## src/rtl/mixer_pkg.sv

```systemverilog
// ---------------------------------------------------------------------------
// mixer_pkg
// Shared widths, constants and FSM encoding for the voice mixer and its
// saturating scaler.
// ---------------------------------------------------------------------------
package mixer_pkg;

  localparam int SAMPLE_W   = 16;  // voice / output sample width (signed)
  localparam int ACC_W      = 19;  // SAMPLE_W + log2(NUM_VOICES): cannot overflow
  localparam int VOL_W      = 8;   // master volume width (unsigned)
  localparam int VOL_SHIFT  = 7;   // post-multiply shift, 128 == unity
  localparam int VOL_UNITY  = 128;
  localparam int NUM_VOICES = 8;
  localparam int IDX_W      = 3;

  // acc (19b signed) times zero-extended volume (9b signed) fits in 28 bits
  localparam int PROD_W     = ACC_W + VOL_W + 1;

  localparam logic [SAMPLE_W-1:0] SAMPLE_MAX = 16'h7FFF;  //  32767
  localparam logic [SAMPLE_W-1:0] SAMPLE_MIN = 16'h8000;  // -32768

  // status bit positions
  localparam int STATUS_DROP      = 0;  // input frame arrived while busy
  localparam int STATUS_OVERWRITE = 1;  // unconsumed output replaced

  typedef enum logic [1:0] {
    IDLE  = 2'd0,
    ACCUM = 2'd1,
    SCALE = 2'd2
  } state_t;

endpackage : mixer_pkg

```

## src/rtl/mixer_sat_scale.sv

```systemverilog
// ---------------------------------------------------------------------------
// mixer_sat_scale
// Purely combinational: multiplies the signed voice sum by the unsigned
// master volume, arithmetic-shifts right by VOL_SHIFT (floor), and saturates
// the result to the signed SAMPLE_W range.
//
// Ports:
//   acc    in   ACC_W    signed accumulated voice sum
//   vol    in   VOL_W    unsigned master volume (128 = unity)
//   sample out  SAMPLE_W saturated, scaled sample
//   clip   out  1        high when saturation was applied
// ---------------------------------------------------------------------------
module mixer_sat_scale
  import mixer_pkg::*;
(
  input  logic [ACC_W-1:0]    acc,
  input  logic [VOL_W-1:0]    vol,
  output logic [SAMPLE_W-1:0] sample,
  output logic                clip
);

  localparam logic signed [PROD_W-1:0] MAX_EXT = {{(PROD_W-SAMPLE_W){1'b0}}, SAMPLE_MAX};
  localparam logic signed [PROD_W-1:0] MIN_EXT = {{(PROD_W-SAMPLE_W){1'b1}}, SAMPLE_MIN};

  logic signed [PROD_W-1:0] acc_ext;
  logic signed [PROD_W-1:0] vol_ext;
  logic signed [PROD_W-1:0] prod;
  logic signed [PROD_W-1:0] shifted;

  // Both operands widened to the product width up front so the multiply is
  // fully signed and the 28-bit result is exact.
  assign acc_ext = {{(PROD_W-ACC_W){acc[ACC_W-1]}}, acc};
  assign vol_ext = {{(PROD_W-VOL_W){1'b0}}, vol};
  assign prod    = acc_ext * vol_ext;
  assign shifted = prod >>> VOL_SHIFT;

  always_comb begin
    sample = shifted[SAMPLE_W-1:0];
    clip   = 1'b0;
    if (shifted > MAX_EXT) begin
      sample = SAMPLE_MAX;
      clip   = 1'b1;
    end else if (shifted < MIN_EXT) begin
      sample = SAMPLE_MIN;
      clip   = 1'b1;
    end
  end

endmodule : mixer_sat_scale

```

## src/rtl/voice_mixer.sv

```systemverilog
// ---------------------------------------------------------------------------
// voice_mixer
// Captures eight voice samples on samples_in_ready, sums them serially (one
// voice per cycle), applies master volume with saturation and presents the
// result on a valid/ready output. Sticky status flags record dropped input
// frames and overwritten outputs.
//
// Optional build macro: VOICE_MIXER_CLIP_COUNT_EN adds a saturating 16-bit
// clip_count output counting saturated results.
//
// Ports:
//   clk                 in   clock
//   reset               in   asynchronous, active-low reset
//   samples_in_ready    in   one-cycle pulse, sample_in1..8 valid
//   sample_in1..8       in   16b signed voice samples
//   master_volume       in   8b unsigned, 128 = unity
//   out_ready           in   consumer accepts sample_out this edge
//   clear_status        in   pulse, clears status flags
//   sample_out          out  16b signed mixed sample
//   out_valid           out  sample_out holds an unconsumed result
//   busy                out  FSM not in IDLE
//   clipped             out  last produced sample was saturated
//   status              out  [0] frame dropped, [1] output overwritten
//   clip_count          out  16b saturated-result count (optional)
// ---------------------------------------------------------------------------
module voice_mixer
  import mixer_pkg::*;
(
  input  logic        clk,
  input  logic        reset,
  input  logic        samples_in_ready,
  input  logic [15:0] sample_in1,
  input  logic [15:0] sample_in2,
  input  logic [15:0] sample_in3,
  input  logic [15:0] sample_in4,
  input  logic [15:0] sample_in5,
  input  logic [15:0] sample_in6,
  input  logic [15:0] sample_in7,
  input  logic [15:0] sample_in8,
  input  logic [7:0]  master_volume,
  input  logic        out_ready,
  input  logic        clear_status,
  output logic [15:0] sample_out,
  output logic        out_valid,
  output logic        busy,
  output logic        clipped,
  output logic [1:0]  status
`ifdef VOICE_MIXER_CLIP_COUNT_EN
  ,
  output logic [15:0] clip_count
`endif
);

  state_t state_q, state_d;

  logic [SAMPLE_W-1:0] voice_q [NUM_VOICES];
  logic [SAMPLE_W-1:0] voice_d [NUM_VOICES];
  logic [SAMPLE_W-1:0] sample_in [NUM_VOICES];
  logic [VOL_W-1:0]    vol_q, vol_d;
  logic [ACC_W-1:0]    acc_q, acc_d;
  logic [IDX_W-1:0]    idx_q, idx_d;

  logic [SAMPLE_W-1:0] sample_out_q, sample_out_d;
  logic                out_valid_q, out_valid_d;
  logic                clipped_q, clipped_d;
  logic [1:0]          status_q, status_d;

  logic [SAMPLE_W-1:0] scaled_sample;
  logic                scaled_clip;
  logic                scale_done;
  logic [ACC_W-1:0]    voice_ext;

  assign sample_in[0] = sample_in1;
  assign sample_in[1] = sample_in2;
  assign sample_in[2] = sample_in3;
  assign sample_in[3] = sample_in4;
  assign sample_in[4] = sample_in5;
  assign sample_in[5] = sample_in6;
  assign sample_in[6] = sample_in7;
  assign sample_in[7] = sample_in8;

  mixer_sat_scale u_sat_scale (
    .acc    (acc_q),
    .vol    (vol_q),
    .sample (scaled_sample),
    .clip   (scaled_clip)
  );

  assign scale_done = (state_q == SCALE);
  assign voice_ext  = {{(ACC_W-SAMPLE_W){voice_q[idx_q][SAMPLE_W-1]}}, voice_q[idx_q]};

  // ---------------- FSM: state register ----------------
  always_ff @(posedge clk or negedge reset) begin
    if (!reset) begin
      state_q <= IDLE;
    end else begin
      state_q <= state_d;
    end
  end

  // ---------------- FSM: next state ----------------
  always_comb begin
    state_d = state_q;
    case (state_q)
      IDLE:    if (samples_in_ready) state_d = ACCUM;
      ACCUM:   if (idx_q == IDX_W'(NUM_VOICES - 1)) state_d = SCALE;
      SCALE:   state_d = IDLE;
      default: state_d = IDLE;
    endcase
  end

  // ---------------- FSM: outputs / datapath ----------------
  always_comb begin
    for (int i = 0; i < NUM_VOICES; i++) voice_d[i] = voice_q[i];
    vol_d        = vol_q;
    acc_d        = acc_q;
    idx_d        = idx_q;
    sample_out_d = sample_out_q;
    out_valid_d  = out_valid_q;
    clipped_d    = clipped_q;
    status_d     = clear_status ? 2'b00 : status_q;

    case (state_q)
      IDLE: begin
        if (samples_in_ready) begin
          for (int i = 0; i < NUM_VOICES; i++) voice_d[i] = sample_in[i];
          vol_d = master_volume;
          acc_d = '0;
          idx_d = '0;
        end
      end
      ACCUM: begin
        acc_d = acc_q + voice_ext;
        idx_d = idx_q + 1'b1;  // wraps back to 0 after the last voice
      end
      default: ;
    endcase

    // A frame arriving while the pipeline is occupied is discarded.
    if (samples_in_ready && (state_q != IDLE)) begin
      status_d[STATUS_DROP] = 1'b1;
    end

    if (out_valid_q && out_ready) begin
      out_valid_d = 1'b0;
    end

    // A new result wins over a same-edge accept; it only counts as an
    // overwrite when the previous result was still unaccepted.
    if (scale_done) begin
      sample_out_d = scaled_sample;
      clipped_d    = scaled_clip;
      out_valid_d  = 1'b1;
      if (out_valid_q && !out_ready) begin
        status_d[STATUS_OVERWRITE] = 1'b1;
      end
    end
  end

  always_ff @(posedge clk or negedge reset) begin
    if (!reset) begin
      for (int i = 0; i < NUM_VOICES; i++) voice_q[i] <= '0;
      vol_q        <= '0;
      acc_q        <= '0;
      idx_q        <= '0;
      sample_out_q <= '0;
      out_valid_q  <= 1'b0;
      clipped_q    <= 1'b0;
      status_q     <= 2'b00;
    end else begin
      for (int i = 0; i < NUM_VOICES; i++) voice_q[i] <= voice_d[i];
      vol_q        <= vol_d;
      acc_q        <= acc_d;
      idx_q        <= idx_d;
      sample_out_q <= sample_out_d;
      out_valid_q  <= out_valid_d;
      clipped_q    <= clipped_d;
      status_q     <= status_d;
    end
  end

`ifdef VOICE_MIXER_CLIP_COUNT_EN
  logic [15:0] clip_count_q, clip_count_d;

  // Clear takes priority over the old value but a same-edge clip still
  // counts, giving 1; the count sticks at all-ones instead of wrapping.
  always_comb begin
    clip_count_d = clear_status ? 16'd0 : clip_count_q;
    if (scale_done && scaled_clip && (clip_count_d != 16'hFFFF)) begin
      clip_count_d = clip_count_d + 16'd1;
    end
  end

  always_ff @(posedge clk or negedge reset) begin
    if (!reset) begin
      clip_count_q <= 16'd0;
    end else begin
      clip_count_q <= clip_count_d;
    end
  end

  assign clip_count = clip_count_q;
`endif

  assign sample_out = sample_out_q;
  assign out_valid  = out_valid_q;
  assign busy       = (state_q != IDLE);
  assign clipped    = clipped_q;
  assign status     = status_q;

endmodule : voice_mixer

```

## config.mk

```make
export PLATFORM = sky130hd
export DESIGN_NAME = voice_mixer
export DESIGN_NICKNAME = d
export VERILOG_FILES = /design/src/rtl/mixer_pkg.sv /design/src/rtl/mixer_sat_scale.sv /design/src/rtl/voice_mixer.sv
export SDC_FILE = /design/constraint.sdc
export NUM_CORES = 1
export LEC_CHECK = 0
export ABC_AREA = 1
export BUFFER_PORTS_ARGS = -buffer_cell sky130_fd_sc_hd__buf_2
export CAP_MARGIN = 15
export CORE_MARGIN = 8
export CORE_UTILIZATION = 55
export DETAILED_ROUTE_END_ITERATION = 6
export GPL_TIMING_DRIVEN = 1
export PLACE_DENSITY = 0.78
export SETUP_SLACK_MARGIN = 0.15
export SYNTH_ARGS = -nofsm -noshare
export SYNTH_HDL_FRONTEND = slang
export SYNTH_SLANG_ARGS = --single-unit
```

## constraint.sdc

```tcl
create_clock -name clk -period 15.2 [get_ports clk]
set_input_delay 2.28 -clock clk [delete_from_list [all_inputs] [get_ports clk]]
set_output_delay 2.28 -clock clk [all_outputs]
set_load 0.02 [all_outputs]
```

==> impl_metrics.csv <==
group,metric,value,unit
finish,fill_cells,2407,
sta,setup-tns-final,0,ns
sta,finalCriticalPeriod,5.606,ns
clock_tree,cts_tree,"yes",
sta,final-setup-viol-count,0,
sta,clock_skew,0.01976,ns
finish,final_common_cell,"nand2_1",
clock_tree,clockBufferDepth,2,
sta,slew_viol_final,0,
clock_tree,cts_root_buf,"clkbuf_16",
global_route,grt_max_degree,109,
sta,finalHoldViolCount,0,
synthesis,synth_top_family_by_area,"simple AND/OR/NAND/NOR gates",
sta,setup_ws,9.594,ns
synthesis,yosys.area_share.xor_xnor,0.01360,
hold_path,min_path_type,"flop to flop",
synthesis,synth_fa_ha_area_frac,0.2230,
floorplan,initial_utilization,0.5542,
finish,nNetsFinal,2475,
sta,maxSlewHeadroom,0.2878,
place,routabilityCongestion,0.9133,
synthesis,synth_compound_area_frac,0.07730,
detailed_routing,postRouteAntennaNets,0,
clock_tree,cts.clk_slew.worst_paths,0.08,ns
detailed_routing,finalWirelength,38570,µm
synthesis,mappedNetlistArea,0.01481,mm²
worst_setup_path,path_max_fanout,19,
sta,fin_crit_sh,0.3688,
global_route,grt_pass1_vias,13560,
finish,antenna_cells,0,
worst_setup_path,cp.arrival,5.89,ns
floorplan,dieHeight,180.1,µm
detailed_routing,route.detailed.drc,0,
synthesis,ys_warn_count,0,
finish,drive_gt1_frac,0.1146,
place,numPortBuffers,161,
detailed_routing,wire_per_inst,15.45,µm
clock_tree,numClockSinks,180,
worst_setup_path,endpoint_kind,"flop",
run_status,status,"complete, no violations",
global_route,grt_pass1_wl,64720,µm
synthesis,synth_enable_flop_cells,0,
clock_tree,cts_resized,0,
detailed_routing,vias,12840,
clock_tree,cts_buffers,17,
synthesis,seq_area_frac_synth,0.3041,
finish,multi_input_area,0.008652,mm²
synthesis,synthMuxAreaShare,0,
place,pre_cts_slack,9.646,ns
floorplan,die_w,180.1,µm
sta,fmax,178.4,MHz
global_route,grt-ovfl-total,0,
floorplan,io_pins,162,
sta,grt_setup_unrepaired,"no",
synthesis,syn_area_per_cell,7.242,µm²
clock_tree,cts_setup_buffers,0,
sta,tightest_slew,1.068,ns
worst_setup_path,start_kind,"flop",
floorplan,die_area,0.03243,mm²
finish,syn_to_final_growth,10.56,%
synthesis,synth_ff_type,"dfrtp_1",
global_route,antenna_found_initial,0,
detailed_routing,drt_iter0_drc,910,
synthesis,syn_nets,2378,
worst_setup_path,critPathKind,"flop to flop",
clock_tree,clock_latency,0.43,ns
floorplan,core_area,0.02673,mm²
place,hpwl,29470,µm
floorplan,rows,60,
synthesis,synthSimpleGateAreaFrac,0.2697,
synthesis,netlist-cell-type-count,42,
worst_setup_path,worstPathRequired,15.49,ns
job,cap_violations,0,
clock_tree,htreeDepth,4,
synthesis,async_reset_ff_frac,1.000,
synthesis,synth_cells,2045,
finish,ff_latch_area,0.004506,mm²
global_route,grt_use_total,0.2407,
synthesis,ys_ff_latch,180,
detailed_routing,firstDrtPassIters,5,
finish,layout_common_cells,"777 x nand2_1, 333 x inv_1, 179 x dfrtp_1",
clock_tree,ctsHoldBuffers,0,
detailed_routing,via_per_inst,5.143,
cells in the mapped netlist, types with 9 or more instances:
cell type	number	area, µm²
xor2_1	13	113.9
a21oi_2	10	87.58
o21ai_0	96	480.5
nand3_1	23	115.1
clkbuf_1	80	300.3
a31oi_1	17	106.4
nand2_1	777	2917
a21oi_1	50	250.2
dfrtp_1	180	4504
nand2_2	9	56.30
xnor2_1	10	87.58
o22ai_1	17	106.4
fa_1	120	2402
nor2_1	171	641.9
ha_1	72	900.9
inv_1	334	1254
area by class of cell:
cell class,instances,area share
sequential,180,0.2752
clock inverter,14,0.01116
multi-input combinational,1432,0.5284
inverter,340,0.07802
timing repair buffer,171,0.05440
tap,341,0.02606
clock buffer,18,0.02682
per-stage QoR:
step	area, µm²	util	hold WS (ns)	std cells
after floorplan	14810	-	0.4366	2045
after global placement	15740	0.5890	0.4481	2463
after detailed placement	15740	0.5890	0.4535	2463
after CTS	16360	0.6123	0.4722	2495
after global routing	16370	0.6127	0.4830	2496
final	16370	0.6127	0.4697	2496
critical path, cell delays in order (launching register included):
cell and delay [ns]:
dfrtp_1 0.78, nand2_1 0.22, fa_1 0.67, inv_1 0.16, fa_1 0.60, inv_1 0.12
fa_1 0.54, fa_1 0.54, inv_1 0.04, ha_1 0.39, nand2_1 0.10, nor2_1 0.15
nand2_1 0.08, nor3_1 0.13, nand2_1 0.09, nand2_1 0.07, nand2_1 0.04, nand2_1 0.10
nand2_1 0.06, nor2_1 0.13, nor2_2 0.08, nor2_8 0.25, a21oi_1 0.11
worst paths after layout:
| path | from | end | slack [ns] | cells past startpoint |
|---|---|---|---|---|
| worst min-delay path | voice_q[108] | voice_q[108] | 0.47 | 2 |
| worst min register to register | voice_q[108] | voice_q[108] | 0.47 | 2 |
| max in group asynchronous | reset | voice_q[8] | 11.69 | 2 |
| min in group asynchronous | reset | sample_out[2] | 1.97 | 1 |
| worst max-delay path | vol_q[1] | sample_out[4] | 9.59 | 22 |
| worst max register to register | vol_q[1] | sample_out[4] | 9.59 | 22 |
registers in the layout, indices dropped and copies added, names as in the netlist:
register    count
status          2
sample_out     16
clipped         1
voice_q       128
state_q         2
vol_q           8
acc_q          19
out_valid       1
idx_q           3
layer usage:
layer  part of all wire  track usage  up-vias
li1                   -            -     6321
met1               0.42       0.2903     6025
met2               0.50       0.4342      415
met3              0.050      0.03286       76
met4              0.030      0.08664        0
met5                  0            0        -
cell families (layout without fill, tap and decap cells):
| kind of cell | Yosys count | after routing |
|---|---|---|
| and+or+nand+nor | 1013 | 1013 |
| buffers and inverters | 433 | 543 |
| AOI/OAI and AO/OA | 204 | 204 |
| adders and majority gates | 192 | 192 |
| DFF | 180 | 180 |
| xor gates and xnor gates | 23 | 23 |
Power is not shown: default switching activity piles up to over one toggle a cycle in this logic, so the estimate is an artifact.
